--- src/rtl/washer_pkg.sv ---
// Shared encodings for the washing-machine phase timer: the controller phase
// codes, the timer state encoding and the fixed-priority phase decode.
package washer_pkg;

    localparam logic [1:0] PH_NONE  = 2'd0;
    localparam logic [1:0] PH_WASH  = 2'd1;
    localparam logic [1:0] PH_RINSE = 2'd2;
    localparam logic [1:0] PH_SPIN  = 2'd3;

    typedef enum logic [2:0] {
        ST_IDLE    = 3'd0,
        ST_WASH    = 3'd1,
        ST_RINSE   = 3'd2,
        ST_SPIN    = 3'd3,
        ST_EXPIRED = 3'd4
    } timer_state_t;

    // Soap wash outranks rinse, which outranks spin (motor and drain together).
    function automatic logic [1:0] decode_phase(input logic soap_wash,
                                                input logic water_wash,
                                                input logic motor_on,
                                                input logic drain_value_on);
        if (soap_wash)                     return PH_WASH;
        else if (water_wash)               return PH_RINSE;
        else if (motor_on && drain_value_on) return PH_SPIN;
        else                               return PH_NONE;
    endfunction

    // Running state that times a given (non-NONE) phase.
    function automatic timer_state_t run_state(input logic [1:0] phase);
        case (phase)
            PH_WASH:  return ST_WASH;
            PH_RINSE: return ST_RINSE;
            PH_SPIN:  return ST_SPIN;
            default:  return ST_IDLE;
        endcase
    endfunction

endpackage

--- src/rtl/wash_phase_timer_tick_gen.sv ---
// tick_gen: PRESCALE down-counter. A synchronous load restarts the count at
// PRESCALE-1; while enabled it counts down and emits a one-cycle tick on the
// cycle it sits at zero, reloading on that same edge.
module tick_gen #(
    parameter int PRESCALE = 1000
) (
    input  logic clk,
    input  logic reset,
    input  logic load,
    input  logic en,
    output logic tick
);

    localparam int PW = (PRESCALE > 1) ? $clog2(PRESCALE) : 1;
    localparam logic [PW-1:0] RELOAD = PW'(PRESCALE - 1);

    logic [PW-1:0] cnt;

    // Prescaler count: load wins over counting, wraps to RELOAD after zero.
    always_ff @(posedge clk or negedge reset) begin
        if (!reset)
            cnt <= '0;
        else if (load)
            cnt <= RELOAD;
        else if (en)
            cnt <= (cnt == '0) ? RELOAD : cnt - PW'(1);
    end

    assign tick = en && !load && (cnt == '0);

endmodule

--- src/rtl/wash_phase_timer.sv ---
// wash_phase_timer: times the washing-machine controller's phases and feeds
// cycle_timeout / spin_timeout back to it. Entering a new phase loads that
// phase's tick budget; each prescaled tick decrements it, and reaching zero
// latches the matching timeout until the phase changes or goes NONE.
// Optional build macro WASH_TIMER_PAUSE_EN adds a `pause` input that freezes
// counting without blocking phase changes.
module wash_phase_timer
    import washer_pkg::*;
#(
    parameter int PRESCALE    = 1000,
    parameter int WASH_TICKS  = 600,
    parameter int RINSE_TICKS = 400,
    parameter int SPIN_TICKS  = 300,
    parameter int CNT_W       = 16
) (
    input  logic             clk,
    input  logic             reset,
    input  logic             soap_wash,
    input  logic             water_wash,
    input  logic             motor_on,
    input  logic             drain_value_on,
`ifdef WASH_TIMER_PAUSE_EN
    input  logic             pause,
`endif
    output logic             cycle_timeout,
    output logic             spin_timeout,
    output logic [CNT_W-1:0] remaining,
    output logic             busy
);

    timer_state_t     state_q, state_d;
    logic [1:0]       phase_q, phase_d;
    logic [CNT_W-1:0] rem_q, rem_d;
    logic [1:0]       dec_phase;
    logic             phase_change;
    logic             running;
    logic             hold;
    logic             tick;

    function automatic logic [CNT_W-1:0] phase_ticks(input logic [1:0] phase);
        case (phase)
            PH_WASH:  return CNT_W'(WASH_TICKS);
            PH_RINSE: return CNT_W'(RINSE_TICKS);
            PH_SPIN:  return CNT_W'(SPIN_TICKS);
            default:  return '0;
        endcase
    endfunction

`ifdef WASH_TIMER_PAUSE_EN
    assign hold = pause;
`else
    assign hold = 1'b0;
`endif

    assign dec_phase    = decode_phase(soap_wash, water_wash, motor_on, drain_value_on);
    // phase_q is kept through EXPIRED, so a steady phase never re-arms itself.
    assign phase_change = (dec_phase != PH_NONE) && (dec_phase != phase_q);
    assign running      = (state_q == ST_WASH) || (state_q == ST_RINSE) || (state_q == ST_SPIN);

    tick_gen #(
        .PRESCALE (PRESCALE)
    ) u_tick_gen (
        .clk   (clk),
        .reset (reset),
        .load  (phase_change),
        .en    (running && !hold),
        .tick  (tick)
    );

    // State register: timer state, timed phase and remaining tick count.
    always_ff @(posedge clk or negedge reset) begin
        if (!reset) begin
            state_q <= ST_IDLE;
            phase_q <= PH_NONE;
            rem_q   <= '0;
        end else begin
            state_q <= state_d;
            phase_q <= phase_d;
            rem_q   <= rem_d;
        end
    end

    // Next state: NONE clears, a phase change reloads (even over a same-edge
    // expiry), otherwise a tick counts down and the 1->0 step expires.
    always_comb begin
        state_d = state_q;
        phase_d = phase_q;
        rem_d   = rem_q;
        if (dec_phase == PH_NONE) begin
            state_d = ST_IDLE;
            phase_d = PH_NONE;
            rem_d   = '0;
        end else if (phase_change) begin
            state_d = run_state(dec_phase);
            phase_d = dec_phase;
            rem_d   = phase_ticks(dec_phase);
        end else if (tick && (rem_q != '0)) begin
            rem_d = rem_q - CNT_W'(1);
            if (rem_q == CNT_W'(1))
                state_d = ST_EXPIRED;
        end
    end

    // Outputs decoded from registered state only, so none depend on inputs.
    always_comb begin
        busy          = running;
        remaining     = rem_q;
        cycle_timeout = (state_q == ST_EXPIRED) && ((phase_q == PH_WASH) || (phase_q == PH_RINSE));
        spin_timeout  = (state_q == ST_EXPIRED) && (phase_q == PH_SPIN);
    end

endmodule

--- config.mk ---
export PLATFORM = sky130hd
export DESIGN_NAME = wash_phase_timer
export DESIGN_NICKNAME = d
export VERILOG_FILES = /design/src/rtl/washer_pkg.sv /design/src/rtl/wash_phase_timer_tick_gen.sv /design/src/rtl/wash_phase_timer.sv
export SDC_FILE = /design/constraint.sdc
export NUM_CORES = 1
export LEC_CHECK = 0
export ABC_AREA = 1
export BUFFER_PORTS_ARGS = -buffer_cell sky130_fd_sc_hd__buf_2
export CAP_MARGIN = 20
export CORE_MARGIN = 3
export CORE_UTILIZATION = 58
export DETAILED_ROUTE_END_ITERATION = 8
export GPL_TIMING_DRIVEN = 0
export PLACE_DENSITY = 0.83
export SYNTH_ARGS = -nofsm -noshare
export SYNTH_HDL_FRONTEND = slang
export SYNTH_HIERARCHICAL = 1
export SYNTH_SLANG_ARGS = --single-unit
--- constraint.sdc ---
create_clock -name clk -period 2.46 [get_ports clk]
set_input_delay 0.246 -clock clk [delete_from_list [all_inputs] [get_ports clk]]
set_output_delay 0.246 -clock clk [all_outputs]
set_load 0.01 [all_outputs]
; ---- After elaboration in Yosys (flattened, before gate mapping)
; Cells that the tools add are included.
[totals]
inputBits = 6
out_inout_bits = 19
word_cells = 55
reg_bits = 31
[classes]
reduce_logical = 20
addsub = 2
mux = 17
eq_ne = 12
[ops]
columns = operator, count
row1 = $mux 16, 3
row2 = $mux 10, 3
row3 = $pmux 10 s3, 1
row4 = $eq 16x1->1 const B, 1
row5 = $reduce_bool 16->1, 1
row6 = $sub 16x1->16 const B, 1
row7 = $mux 3, 4
row8 = $logic_not 10->1, 1
row9 = $mux 2, 5
row10 = $sub 10x1->10 const B, 1
row11 = $eq 2x2->1 const B, 4
row12 = $logic_and 1x1->1, 7
row13 = $eq 3x2->1 const B, 2
row14 = $pmux 2 s3, 1
row15 = $reduce_bool 2->1, 3
row16 = $reduce_bool 3->1, 2
row17 = $eq 2x1->1 const B, 2
row18 = $eq 3x1->1 const B, 1
row19 = $eq 3x3->1 const B, 1
row20 = $logic_or 1x1->1, 3
row21 = $logic_not 2->1, 1
row22 = $ne 2x2->1, 1
row23 = $reduce_and 2->1, 1
row24 = $logic_not 1->1, 1

; ---- Longest topological paths before layout
; Gate-level depths: netlist of run 1.
[logic_depth]
word_depth = 13
depth_mapped = 16
mapped_depth_nobuf = 16

; ---- By module
; Netlist of run 1, hierarchy kept.
[modules_own_cells]
columns = mod, area_each_um2, seq_area_each_um2, n_inst, cells_each
row1 = wash_phase_timer, 1472.7, 525.5, 1, 211
row2 = tick_gen, 640.6, 250.2, 1, 84

; ---- Least setup slack after synthesis of run 1
; Ideal clock, no wire load.
[synth_timing]
path_type = register -> register
start = reg phase_q[0]
end = reg rem_q[13] (netlist: remaining[13])
arrival_ns = 1.820
t_required_ns = 2.341
setup_ns = 0.119
stages_incl_launch_ff = 12
synth_period_minus_slack_ns = 1.940
path_slack_ns = 0.520
path_buffers = 0
cell_sequence = dfrtp_1 > nand3b_1 > nand2_1 > nand2_4 > nand2_2 > inv_1 > nor3_2 > inv_1 > a21oi_4 > nand2_1 > xor2_1 > nor2_1
[synth_via]
elab_chain_cells = 7
elab_cells_between_ends = 9
classes_between = eq/ne: 1 / mux: 2 / reduce/logical: 6
[synth_rtl]
columns = item, line
row1 = from (decl), wash_phase_timer.sv:32  ; logic [1:0] phase_q, phase_d;
row2 = from (signal assigned), wash_phase_timer.sv:78  ; phase_q <= phase_d;
row3 = $ne 2x2->1, wash_phase_timer.sv:57  ; assign phase_change = (dec_phase != PH_NONE) && (dec_phase != phase_q);
row4 = $logic_and 1x1->1, wash_phase_timer.sv:57
row5 = named net phase_change, wash_phase_timer.sv:35  ; logic phase_change;
row6 = $logic_not 1->1, wash_phase_timer_tick_gen.sv:29  ; assign tick = en && !load && (cnt == '0);
row7 = $logic_and 1x1->1 (2 in a row), wash_phase_timer_tick_gen.sv:29
row8 = named net tick, wash_phase_timer.sv:38  ; logic tick;
row9 = $logic_and 1x1->1, wash_phase_timer.sv:97  ; end else if (tick && (rem_q != '0)) begin
row10 = $reduce_bool 3->1 (no line), n/a
row11 = to (signal assigned), wash_phase_timer.sv:79  ; rem_q <= rem_d;
row12 = to (decl), wash_phase_timer.sv:33  ; logic [CNT_W-1:0] rem_q, rem_d;
; The timed path passes the listed nets, and every way through them passes these cells.
; A chain may end at the register's enable or synchronous reset.

; ---- Worst setup path after layout of run 1
[layout_timing]
start = reg phase_q[0]
end = reg rem_q[6] (netlist: remaining[6])
; The elaborated chain is that of the path after synthesis.

==> reports/results.tsv, run 1 <==
stage	metric	value	unit
worst_setup_path	delay of the slowest critical-path stage	0.41	ns
synthesis	FF+latch count, synth	31	
clock_tree	Clock Path Buffers	2	
worst_setup_path	WS Path Type	reg2reg	
sta	Max Slew Vio Count	0	
clock_tree	Setup Fix Bufs, Post-CTS	0	
final_layout	area added between synthesis and finish	12.1	%
drt	routed via count	1937	
final_layout	Nets	337	
sta	relative slew slack	52.9	%
drt	Vias per Instance	5.18	
place	Placed Area	2290	µm²
clock_tree	CTS tree	done	
sta	RSZ-0062 raised after global routing	false	
clock_tree	Num Clock Sinks	31	
sta	clk_skew	0.0113	ns
worst_setup_path	worst-path maximum fanout	9	
worst_setup_path	Most common cell on crit path	inv_1	
synthesis	Synthesis Warnings	6	
synthesis	Post-Syn Instances	295	
drt	met3 WL	190	µm
pwr	Design Power	1.37	mW
clock_tree	Root Driver	clkbuf_4	
sta	Final Cycle Share	92.1	%
synthesis	post-synth top area share	36.7	%
sta	worst-margin pin slew	0.707	ns
floorplan	area of the die	4400	µm²
synthesis	Post-synth ARST share	100	%
drt	met2 wire length	2290	µm
worst_setup_path	WP data arrival	2.52	ns
global_routing	global route overflow	0	
place	RD Place Congestion	0.870	
worst_setup_path	Slowest-stage cell, CP	dfrtp_1	
final_layout	Design Area, Final	2370	µm²
pwr	Sw Ratio	36.6	%
pwr	sequential share of power	44.3	%
drt	DR WL/cell	12.1	µm
place	hpwl dp	3570	µm
synthesis	Synth top cells by count	81 x nand2_1, 39 x nor2_1, 37 x inv_1	
sta	Setup WS post-layout	0.193	ns
worst_setup_path	crit-path cells	nand3b_1, nand2_1, nand2_4, nand2_2, inv_1, nor3_2, inv_1, a21oi_4, o21ai_2, o21ai_1	
worst_setup_path	Crit. End Element	flop	
global_routing	initial antenna violation count	0	
worst_setup_path	Worst Setup Start Kind	flop	
synthesis	largest cells by area after synthesis	dfrtp_1 37%, nand2_1 14%, nor2_1 6.9%	
global_routing	vias in the first global route	1867	
pwr	Peak VDD IR	0.000554	V
clock_tree	htree depth	2	
drt	DRC errors left	0	
global_routing	first-pass GRT wire length	7740	µm
sta	Max Freq	441	MHz
global_routing	gr usage total	23.0	%
run	max-cap violations	0	
floorplan	DIE WIDTH	66.4	µm
floorplan	row count	21	
drt	top routing layer used	met4	
drt	DRT iter0 DRCs	106	
pwr	Pint	867	µW
worst_setup_path	CP Data Required Time	2.71	ns
pwr	switching pwr	501	µW
clock_tree	CTS Buf Count	5	
synthesis	Most used DFF post-synth	dfrtp_1	
pwr	Pwr Density	577	nW/µm²
clock_tree	CTS resizes	0	
drt	wl on met1	1960	µm
drt	DRT Wirelength	4510	µm
floorplan	die height	66.4	µm
synthesis	top-count cell post-synth	nand2_1	
final_layout	FF/Latch Area	776	µm²
synthesis	post-synth net total	305	
synthesis	Post-Syn Area	2110	µm²
pwr	Comb pwr share	30.7	%
place	worst slack at placement	0.164	ns
floorplan	Core ar.	3420	µm²
synthesis	sequential share of the synthesized area	36.7	%
drt	post-route ant nets	0	
final_layout	fillers	311	
clock_tree	Skew-Pair Late Insertion Delay	0.33	ns
floorplan	initial core utilization	61.9	%
synthesis	EDFF count, synth	0	
clock_tree	clock slew at reported path FFs	0.10	ns
synthesis	Syn Area/Cell	7.16	µm²
clock_tree	hold_buf cts	1	
sta	count of final setup violators	0	
sta	Tmin final	2.27	ns
floorplan	Top Ports	25	
final_layout	number of diodes	0	
sta	Final Hold Viols	0	
sta	setup_tns	0	ns
final_layout	layout cell share with drive strength beyond 1	21.0	%
status	status	complete, no violations	
synthesis	post-synth cell types	32	
pwr	clock power share	25.0	%
drt	TritonRoute pass-1 iters	4	
worst_hold_path	Hold Path Class	in2reg	
global_routing	largest net degree at the start of global routing	32	
synthesis	leading area contributor after synthesis	dfrtp_1	
pwr	P_leak	1.24	nW
place	port bufs	24	
final_layout	multi-input logic area	1170	µm²
==> power groups by stage <==
| stage | registers, mW | clock network, mW | logic [mW] |
|---|---|---|---|
| after floorplan | 0.621 | 0 | 0.297 |
| after global placement | 0.614 | 0 | 0.410 |
| after detailed placement | 0.615 | 0 | 0.421 |
| after CTS | 0.606 | 0.355 | 0.423 |
| after global routing | 0.614 | 0.382 | 0.476 |
| final | 0.606 | 0.342 | 0.420 |
==> through the flow <==
step           utilization [%]  cells  hold WS, ns
3_3_place_gp              67.1    365        0.331
3_5_place_dp              67.1    365        0.335
6_report                  69.4    374        0.196
2_1_floorplan                -    295      -0.0496
5_1_grt                   69.4    374        0.181
4_1_cts                   69.4    374        0.184
==> sequential cells by signal, summed over array words and instances, names as in the netlist <==
| name | count |
|---|---|
| state_q | 3 |
| remaining | 16 |
| u_tick_gen/cnt | 10 |
| phase_q | 2 |
==> cells in the final DEF, fill, tap and decap left out, types with 3 or more instances in the layout <==
cell type / n
a21oi_1: 4
buf_2: 24
clkbuf_4: 5
dfrtp_1: 31
ha_1: 4
inv_1: 37
inv_2: 6
nand2_1: 81
nand2_2: 9
nand2_4: 3
nand3_1: 19
nand4_1: 6
nor2_1: 39
nor2_2: 7
nor2_4: 3
o21ai_0: 4
o21ai_1: 12
xnor2_1: 5
xor2_1: 5
==> cells by family after synthesis <==
logic type	Yosys count	share of synthesized area, %
AOI/OAI and AO/OA	26	7.58
DFF	31	36.7
and+or+nand+nor	180	41.4
adders and majority gates	4	2.37
xor gates and xnor gates	10	4.14
buffers and inverters	44	7.81
==> per-layer routing <==
metal / GRT usage, % / vias to the layer above
li1: - / 988
met1: 26.4 / 906
met2: 40.5 / 36
met3: 6.12 / 7
met4: 8.63 / 0
met5: 0 / -
==> path summary, 6_finish.rpt <==
path                              startpoint                end  slack [ns]  cells after the start
max                               phase_q[0]       remaining[6]        0.19                     10
min                           drain_value_on         phase_q[0]        0.20                      3
max reg2reg                       phase_q[0]       remaining[6]        0.19                     10
min reg2reg                u_tick_gen/cnt[0]  u_tick_gen/cnt[0]        0.49                      1
max in group asynchronous              reset       remaining[3]        1.52                      2
min in group asynchronous              reset         phase_q[1]        0.49                      2
==> worst max-delay path, delay by kind of cell, from the launching register on <==
kind	cells	cell delay, ns
DFF	1	0.41
AOI/OAI and AO/OA	3	0.61
and+or+nand+nor	5	0.90
buffers and inverters	2	0.25
==> layout make-up <==
class                           count  share of cell area [%]
Clock buffer                        8                    2.90
Inverter                           44                    6.97
Multi-Input combinational cell    220                    49.5
Sequential cell                    31                    32.7
Tap cell                           46                    2.43
Timing Repair Buffer               25                    5.49
Power figures use the tool's default switching activity.
==> inputs of run 2 (changes only) <==
--- a/config.mk
+++ b/config.mk
@@ -8,8 +8,10 @@
 export ABC_AREA = 1
 export BUFFER_PORTS_ARGS = -buffer_cell sky130_fd_sc_hd__buf_2
 export CAP_MARGIN = 20
+export CELL_PAD_IN_SITES_DETAIL_PLACEMENT = 1
+export CELL_PAD_IN_SITES_GLOBAL_PLACEMENT = 2
 export CORE_MARGIN = 3
-export CORE_UTILIZATION = 58
+export CORE_UTILIZATION = 33
 export DETAILED_ROUTE_END_ITERATION = 8
 export GPL_TIMING_DRIVEN = 0
 export PLACE_DENSITY = 0.83
==> reports/results.tsv, run 2 (synthesis gave the netlist of run 1 again) <==
stage	metric	value	unit	change
global_routing	initial antenna violation count	0		unchanged
pwr	Pwr Density	592	nW/µm²	was 577 nW/µm²
sta	RSZ-0062 raised after global routing	false		unchanged
floorplan	area of the die	7400	µm²	was 4400 µm²
final_layout	commonest non-fill, non-tap cell in the layout	nand2_1		unchanged
sta	Fin Hold WS	0.0247	ns	was 0.196 ns
drt	DRT Wirelength	5550	µm	was 4510 µm
clock_tree	CTS Buf Count	5		unchanged
worst_setup_path	Crit. End Element	flop		unchanged
floorplan	initial core utilization	34.9	%	was 61.9%
floorplan	DIE WIDTH	86.0	µm	was 66.4 µm
sta	Final Hold Viols	0		unchanged
floorplan	die height	86.0	µm	was 66.4 µm
drt	routed via count	1943		was 1937
global_routing	first-pass GRT wire length	9820	µm	was 7740 µm
clock_tree	Clock Path Buffers	2		unchanged
final_layout	Largest register FFs	16		unchanged
worst_setup_path	Most common cell on crit path	inv_1		unchanged
drt	post-route ant nets	0		unchanged
clock_tree	clock slew at reported path FFs	0.07	ns	was 0.10 ns
drt	Vias per Instance	4.81		was 5.18
sta	setup_tns	0	ns	unchanged
clock_tree	Root Driver	clkbuf_8		was clkbuf_4
floorplan	Core ar.	6060	µm²	was 3420 µm²
sta	Final Cycle Share	89.7	%	was 92.1%
status	status	complete, no violations		unchanged
pwr	Design Power	1.43	mW	was 1.37 mW
global_routing	largest net degree at the start of global routing	32		unchanged
worst_setup_path	r2r setup slk	0.25	ns	was 0.19 ns
sta	Tmin final	2.21	ns	was 2.27 ns
worst_setup_path	critical path's top delay family	simple AND/OR/NAND/NOR gates		unchanged
worst_setup_path	crit-path cells	nand3b_1, nand2_1, nand2_4, nand2_2, inv_1, nor3_2, inv_1, a21oi_4, buf_4, nand4_1, o21ai_1		was nand3b_1, nand2_1, nand2_4, nand2_2, inv_1, nor3_2, inv_1, a21oi_4, o21ai_2, o21ai_1
pwr	P_leak	1.25	nW	was 1.24 nW
final_layout	number of diodes	0		unchanged
final_layout	multi-input logic area	1170	µm²	unchanged
final_layout	Nets	338		was 337
clock_tree	CTS tree	done		unchanged
worst_setup_path	worst-path maximum fanout	9		unchanged
sta	count of final setup violators	0		unchanged
final_layout	Design Area, Final	2420	µm²	was 2370 µm²
worst_setup_path	Bufs and invs on worst path	3		was 2
place	RD Place Congestion	0.756		was 0.870
drt	TritonRoute pass-1 iters	4		unchanged
worst_setup_path	WS Path Type	reg2reg		unchanged
run	max-cap violations	0		unchanged
clock_tree	htree depth	2		unchanged
final_layout	area added between synthesis and finish	14.7	%	was 12.1%
place	Placed Area	2330	µm²	was 2290 µm²
worst_setup_path	delay of the slowest critical-path stage	0.40	ns	was 0.41 ns
worst_setup_path	Slowest-stage cell, CP	dfrtp_1		unchanged
global_routing	vias in the first global route	2064		was 1867
drt	DRC errors left	0		unchanged
final_layout	FF/Latch Area	776	µm²	unchanged
clock_tree	Skew-Pair Late Insertion Delay	0.29	ns	was 0.33 ns
worst_setup_path	WP data arrival	2.42	ns	was 2.52 ns
pwr	Peak VDD IR	0.000281	V	was 0.000554 V
final_layout	fillers	804		was 311
final_layout	commonest non-fill, non-tap cells in the layout	81 x nand2_1, 39 x nor2_1, 37 x inv_1		unchanged
worst_setup_path	Worst Setup Start Kind	flop		unchanged
sta	relative slew slack	49.7	%	was 52.9%
sta	Max Freq	453	MHz	was 441 MHz
global_routing	global route overflow	0		unchanged
worst_hold_path	Hold Path Class	in2async		was in2reg
drt	DR WL/cell	13.7	µm	was 12.1 µm
worst_setup_path	CP Data Required Time	2.67	ns	was 2.71 ns
sta	Max Slew Vio Count	0		unchanged
clock_tree	Num Clock Sinks	31		unchanged
floorplan	row count	28		was 21
global_routing	gr usage total	16.8	%	was 23.0%
sta	worst-margin pin slew	0.755	ns	was 0.707 ns
place	hpwl dp	4300	µm	was 3570 µm
place	port bufs	24		unchanged
final_layout	layout cell share with drive strength beyond 1	21.3	%	was 21.0%
floorplan	Top Ports	25		unchanged
drt	DRT iter0 DRCs	84		was 106
sta	clk_skew	0.00925	ns	was 0.0113 ns
==> run 2: final cells by class <==
class / instances / area share [%]
Sequential cell: 31 / 32.0
Inverter: 44 / 6.81
Clock buffer: 7 / 3.15
Timing Repair Buffer: 26 / 5.58
Tap cell: 75 / 3.87
Multi-Input combinational cell: 220 / 48.4
Clock inverter: 1 / 0.207
==> run 2: final timing paths <==
| kind | startpoint | to | cells past startpoint |
|---|---|---|---|
| max | phase_q[0] | remaining[12] | 11 |
| min | reset | remaining[8] | 1 |
| max reg2reg | phase_q[0] | remaining[12] | 11 |
| min reg2reg | state_q[0] | state_q[0] | 2 |
| max in group asynchronous | reset | remaining[12] | 1 |
| min in group clk | drain_value_on | phase_q[0] | 3 |
==> run 2: layer usage <==
metal | vias up | global-route usage [%] | part of all wire [%]
met2 | 23 | 27.3 | 47
li1 | 988 | - | -
met4 | 0 | 3.88 | 0.59
met5 | - | 0 | 0
met1 | 930 | 22.1 | 49
met3 | 2 | 4.61 | 3.2
==> run 2: repair_timing <==
action / in CTS / in global routing
gates resized for setup: 0 / 0
buffers inserted: 0 / 2
endpoints found under the setup margin: 0 / 6
hold buffers: 0 / 0
==> run 2: where the power goes <==
part | switching, mW | total, mW | internal, mW | leakage [nW]
logic | 0.285 | 0.431 | 0.146 | 0.835
registers | 0.0540 | 0.607 | 0.553 | 0.374
clock network | 0.199 | 0.397 | 0.199 | 0.0422
==> run 2: worst register-to-register path, cell delays in order, from the launching register on <==
cell	delay, ns
dfrtp_1	0.40
nand3b_1	0.23
nand2_1	0.14
nand2_4	0.10
nand2_2	0.16
inv_1	0.14
nor3_2	0.23
inv_1	0.10
a21oi_4	0.27
buf_4	0.17
nand4_1	0.11
o21ai_1	0.10
==> run 2: metrics by stage <==
step                setup WS, ns  std cells  utilization, %
finish                     0.253        404            40.0
global route              0.0177        404            40.0
CTS                        0.162        402            39.7
detailed placement         0.130        394            38.4
global placement           0.178        394            38.4
floorplan                  0.520        295               -
==> inputs of run 3 (changes only) <==
--- a/config.mk
+++ b/config.mk
@@ -5,16 +5,16 @@
 export SDC_FILE = /design/constraint.sdc
 export NUM_CORES = 1
 export LEC_CHECK = 0
-export ABC_AREA = 1
 export BUFFER_PORTS_ARGS = -buffer_cell sky130_fd_sc_hd__buf_2
 export CAP_MARGIN = 20
 export CELL_PAD_IN_SITES_DETAIL_PLACEMENT = 1
 export CELL_PAD_IN_SITES_GLOBAL_PLACEMENT = 2
 export CORE_MARGIN = 3
-export CORE_UTILIZATION = 33
+export CORE_UTILIZATION = 35
 export DETAILED_ROUTE_END_ITERATION = 8
 export GPL_TIMING_DRIVEN = 0
-export PLACE_DENSITY = 0.83
+export HOLD_SLACK_MARGIN = 0.1
+export PLACE_DENSITY = 0.82
 export SYNTH_ARGS = -nofsm -noshare
 export SYNTH_HDL_FRONTEND = slang
 export SYNTH_HIERARCHICAL = 1
==> reports/results.tsv, run 3 <==
stage	metric	value	unit	change
status	status	complete, no violations		unchanged
global_routing	initial antenna violation count	0		unchanged
clock_tree	htree depth	2		unchanged
worst_setup_path	R2R depth	8		was 11
sta	Max Freq	427	MHz	was 453 MHz
drt	Vias per Instance	5.41		was 4.81
final_layout	Nets	247		was 338
synthesis	Post-Syn Instances	204		was 295
place	placed cell count	297		was 394
worst_setup_path	Crit. End Element	flop		unchanged
pwr	Peak VDD IR	0.000234	V	was 0.000281 V
floorplan	DIE WIDTH	79.5	µm	was 86.0 µm
final_layout	Non-Filler Instances	308		was 404
place	port bufs	23		was 24
floorplan	initial core utilization	36.5	%	was 34.9%
place	worst slack at placement	-0.452	ns	was 0.130 ns
drt	DR WL/cell	15.5	µm	was 13.7 µm
place	Placed Area	2100	µm²	was 2330 µm²
drt	routed via count	1665		was 1943
sta	worst-margin pin slew	0.844	ns	was 0.755 ns
sta	Fin Hold WS	0.249	ns	was 0.0247 ns
final_layout	Design Area, Final	2290	µm²	was 2420 µm²
worst_setup_path	WP data arrival	2.52	ns	was 2.42 ns
floorplan	die height	79.5	µm	was 86.0 µm
final_layout	multi-input logic area	1130	µm²	was 1170 µm²
drt	DRT Wirelength	4770	µm	was 5550 µm
worst_setup_path	worst-path maximum fanout	10		was 9
drt	post-route ant nets	0		unchanged
worst_setup_path	Worst Setup Start Kind	flop		unchanged
final_layout	FF/Latch Area	781	µm²	was 776 µm²
final_layout	commonest non-fill, non-tap cells in the layout	30 x nor2_1, 27 x dfrtp_1, 24 x buf_2		was 81 x nand2_1, 39 x nor2_1, 37 x inv_1
synthesis	post-synth cell types	55		was 32
final_layout	layout cell share with drive strength beyond 1	28.6	%	was 21.3%
final_layout	area added between synthesis and finish	21.1	%	was 14.7%
synthesis	Post-Syn Area	1890	µm²	was 2110 µm²
pwr	clock power share	35.3	%	was 27.7%
floorplan	area of the die	6320	µm²	was 7400 µm²
clock_tree	Num Clock Sinks	31		unchanged
sta	relative slew slack	43.6	%	was 49.7%
synthesis	Syn Area/Cell	9.26	µm²	was 7.16 µm²
final_layout	number of diodes	0		unchanged
place	hpwl dp	3500	µm	was 4300 µm
pwr	Sw Ratio	29.5	%	was 37.5%
clock_tree	CTS tree	done		unchanged
synthesis	largest cells by area after synthesis	dfrtp_1 41%, nor2_1 6.2%, a21oi_1 4.0%		was dfrtp_1 37%, nand2_1 14%, nor2_1 6.9%
sta	Final Cycle Share	95.2	%	was 89.7%
pwr	sequential share of power	46.2	%	was 42.3%
synthesis	EDFF count, synth	0		unchanged
sta	Tmin final	2.34	ns	was 2.21 ns
synthesis	Synthesis Warnings	6		unchanged
synthesis	post-synth top area share	41.1	%	was 36.7%
run	max-cap violations	0		unchanged
drt	TritonRoute pass-1 iters	4		unchanged
global_routing	first-pass GRT wire length	8400	µm	was 9820 µm
synthesis	sequential share of the synthesized area	41.1	%	was 36.7%
pwr	P_leak	0.953	nW	was 1.25 nW
sta	Setup WS post-layout	0.119	ns	was 0.253 ns
sta	Final Hold Viols	0		unchanged
worst_setup_path	WS Path Type	reg2reg		unchanged
pwr	switching pwr	376	µW	was 538 µW
sta	clk_skew	0.0120	ns	was 0.00925 ns
global_routing	global route overflow	0		unchanged
clock_tree	Skew-Pair Late Insertion Delay	0.28	ns	was 0.29 ns
place	RD Place Congestion	0.760		was 0.756
global_routing	gr usage total	17.1	%	was 16.8%
synthesis	Synth top cells by count	31 x dfrtp_1, 31 x nor2_1, 15 x a21oi_1		was 81 x nand2_1, 39 x nor2_1, 37 x inv_1
floorplan	Core ar.	5170	µm²	was 6060 µm²
final_layout	Largest register FFs	16		unchanged
synthesis	leading area contributor after synthesis	dfrtp_1		unchanged
sta	count of final setup violators	0		unchanged
clock_tree	Clock Path Buffers	2		unchanged
clock_tree	CTS Buf Count	5		unchanged
floorplan	Top Ports	25		unchanged
synthesis	Most used DFF post-synth	dfrtp_1		unchanged
global_routing	vias in the first global route	1709		was 2064
worst_hold_path	Hold Path Class	in2reg		was in2async
clock_tree	clock slew at reported path FFs	0.07	ns	about the same
synthesis	post-synth net total	214		was 305
final_layout	post-layout util	44.2	%	was 40.0%
worst_setup_path	CP Data Required Time	2.63	ns	was 2.67 ns
synthesis	Post-synth ARST share	100	%	unchanged
sta	RSZ-0062 raised after global routing	false		unchanged
final_layout	commonest non-fill, non-tap cell in the layout	nor2_1		was nand2_1
floorplan	row count	26		was 28
pwr	Pint	899	µW	was 897 µW
clock_tree	Root Driver	clkbuf_8		unchanged
synthesis	FF+latch count, synth	31		unchanged
pwr	Pwr Density	558	nW/µm²	was 592 nW/µm²
sta	Max Slew Vio Count	0		unchanged
global_routing	largest net degree at the start of global routing	32		unchanged
final_layout	fillers	607		was 804
drt	DRT iter0 DRCs	101		was 84
worst_hold_path	hold depth	2		
drt	DRC errors left	0		unchanged
pwr	Comb pwr share	18.6	%	was 30.0%
## run 3: cell count changes after synthesis, moves of 9 or more
cell	change
a21oi_1	+11
inv_1	-31
nand2_1	-70
nand2_2	-9
nand3_1	-16
o21ai_1	-11
## run 3: final timing paths
kind                         startpoint           endpoint  slack, ns
max                        remaining[0]       remaining[5]       0.12
min                           soap_wash         phase_q[1]       0.25
max reg2reg                remaining[0]       remaining[5]       0.12
max in group asynchronous         reset         phase_q[1]       1.39
min reg2reg                  state_q[1]         state_q[1]       0.49
min in group asynchronous         reset  u_tick_gen/cnt[0]       0.56
## run 3: kinds of logic (layout without fill, tap and decap cells)
group,Yosys count,in the layout,share of synthesized area (%)
buffers and inverters,11,45,2.85
AND/OR/NAND/NOR,102,102,30.5
flip-flops,31,31,41.1
multiplexers,1,1,0.530
AO/OA/AOI/OAI,47,47,18.7
adder cells (fa/ha/maj),4,4,2.65
XOR/XNOR,8,8,3.71
## run 3: per-stage QoR
stage | power, mW | setup TNS, ns
global placement | 0.825 | -4.80
global route | 1.35 | 0
detailed placement | 0.831 | -4.83
floorplan | 0.744 | 0
finish | 1.28 | 0
CTS | 1.29 | 0
## run 3: area by class of cell
type                       count  share of cell area, %
inverter                       6                  0.984
clock buffer                   8                   4.37
buffer                         5                   1.37
sequential                    31                   34.1
multi-input combinational    162                   49.2
timing repair buffer          26                   6.12
tap                           70                   3.83
## run 3: worst max-delay path, stage by stage, from the launching register on
cell and delay [ns]:
dfrtp_2 0.48, inv_1 0.10, ha_1 0.18, or4b_4 0.47
o41a_1 0.43, a21oi_2 0.18, buf_6 0.16, a21oi_1 0.05
o22a_1 0.18
## run 3: layer usage
layer  vias to the layer above  track usage (%)  wire, µm
li1                        822                -         -
met2                        25             26.9      2170
met4                         0             6.70        73
met3                         7             3.05       134
met1                       811             23.1      2380
met5                         -                0         0
## run 3: power groups by stage
stage	clock network (mW)	logic [mW]	registers [mW]
after floorplan	0	0.147	0.597
after global placement	0	0.228	0.597
after detailed placement	0	0.234	0.597
after CTS	0.461	0.239	0.589
after global routing	0.485	0.267	0.598
final	0.450	0.237	0.589
## run 3: what timing repair did
item | CTS | global route
resized for setup | 11 | 5
endpoints found under the setup margin | 21 | 15
pin swaps | 2 | 2
hold buffers | 1 | 0
endpoints found under the hold margin | 31 | 0
buffers inserted | 1 | 1
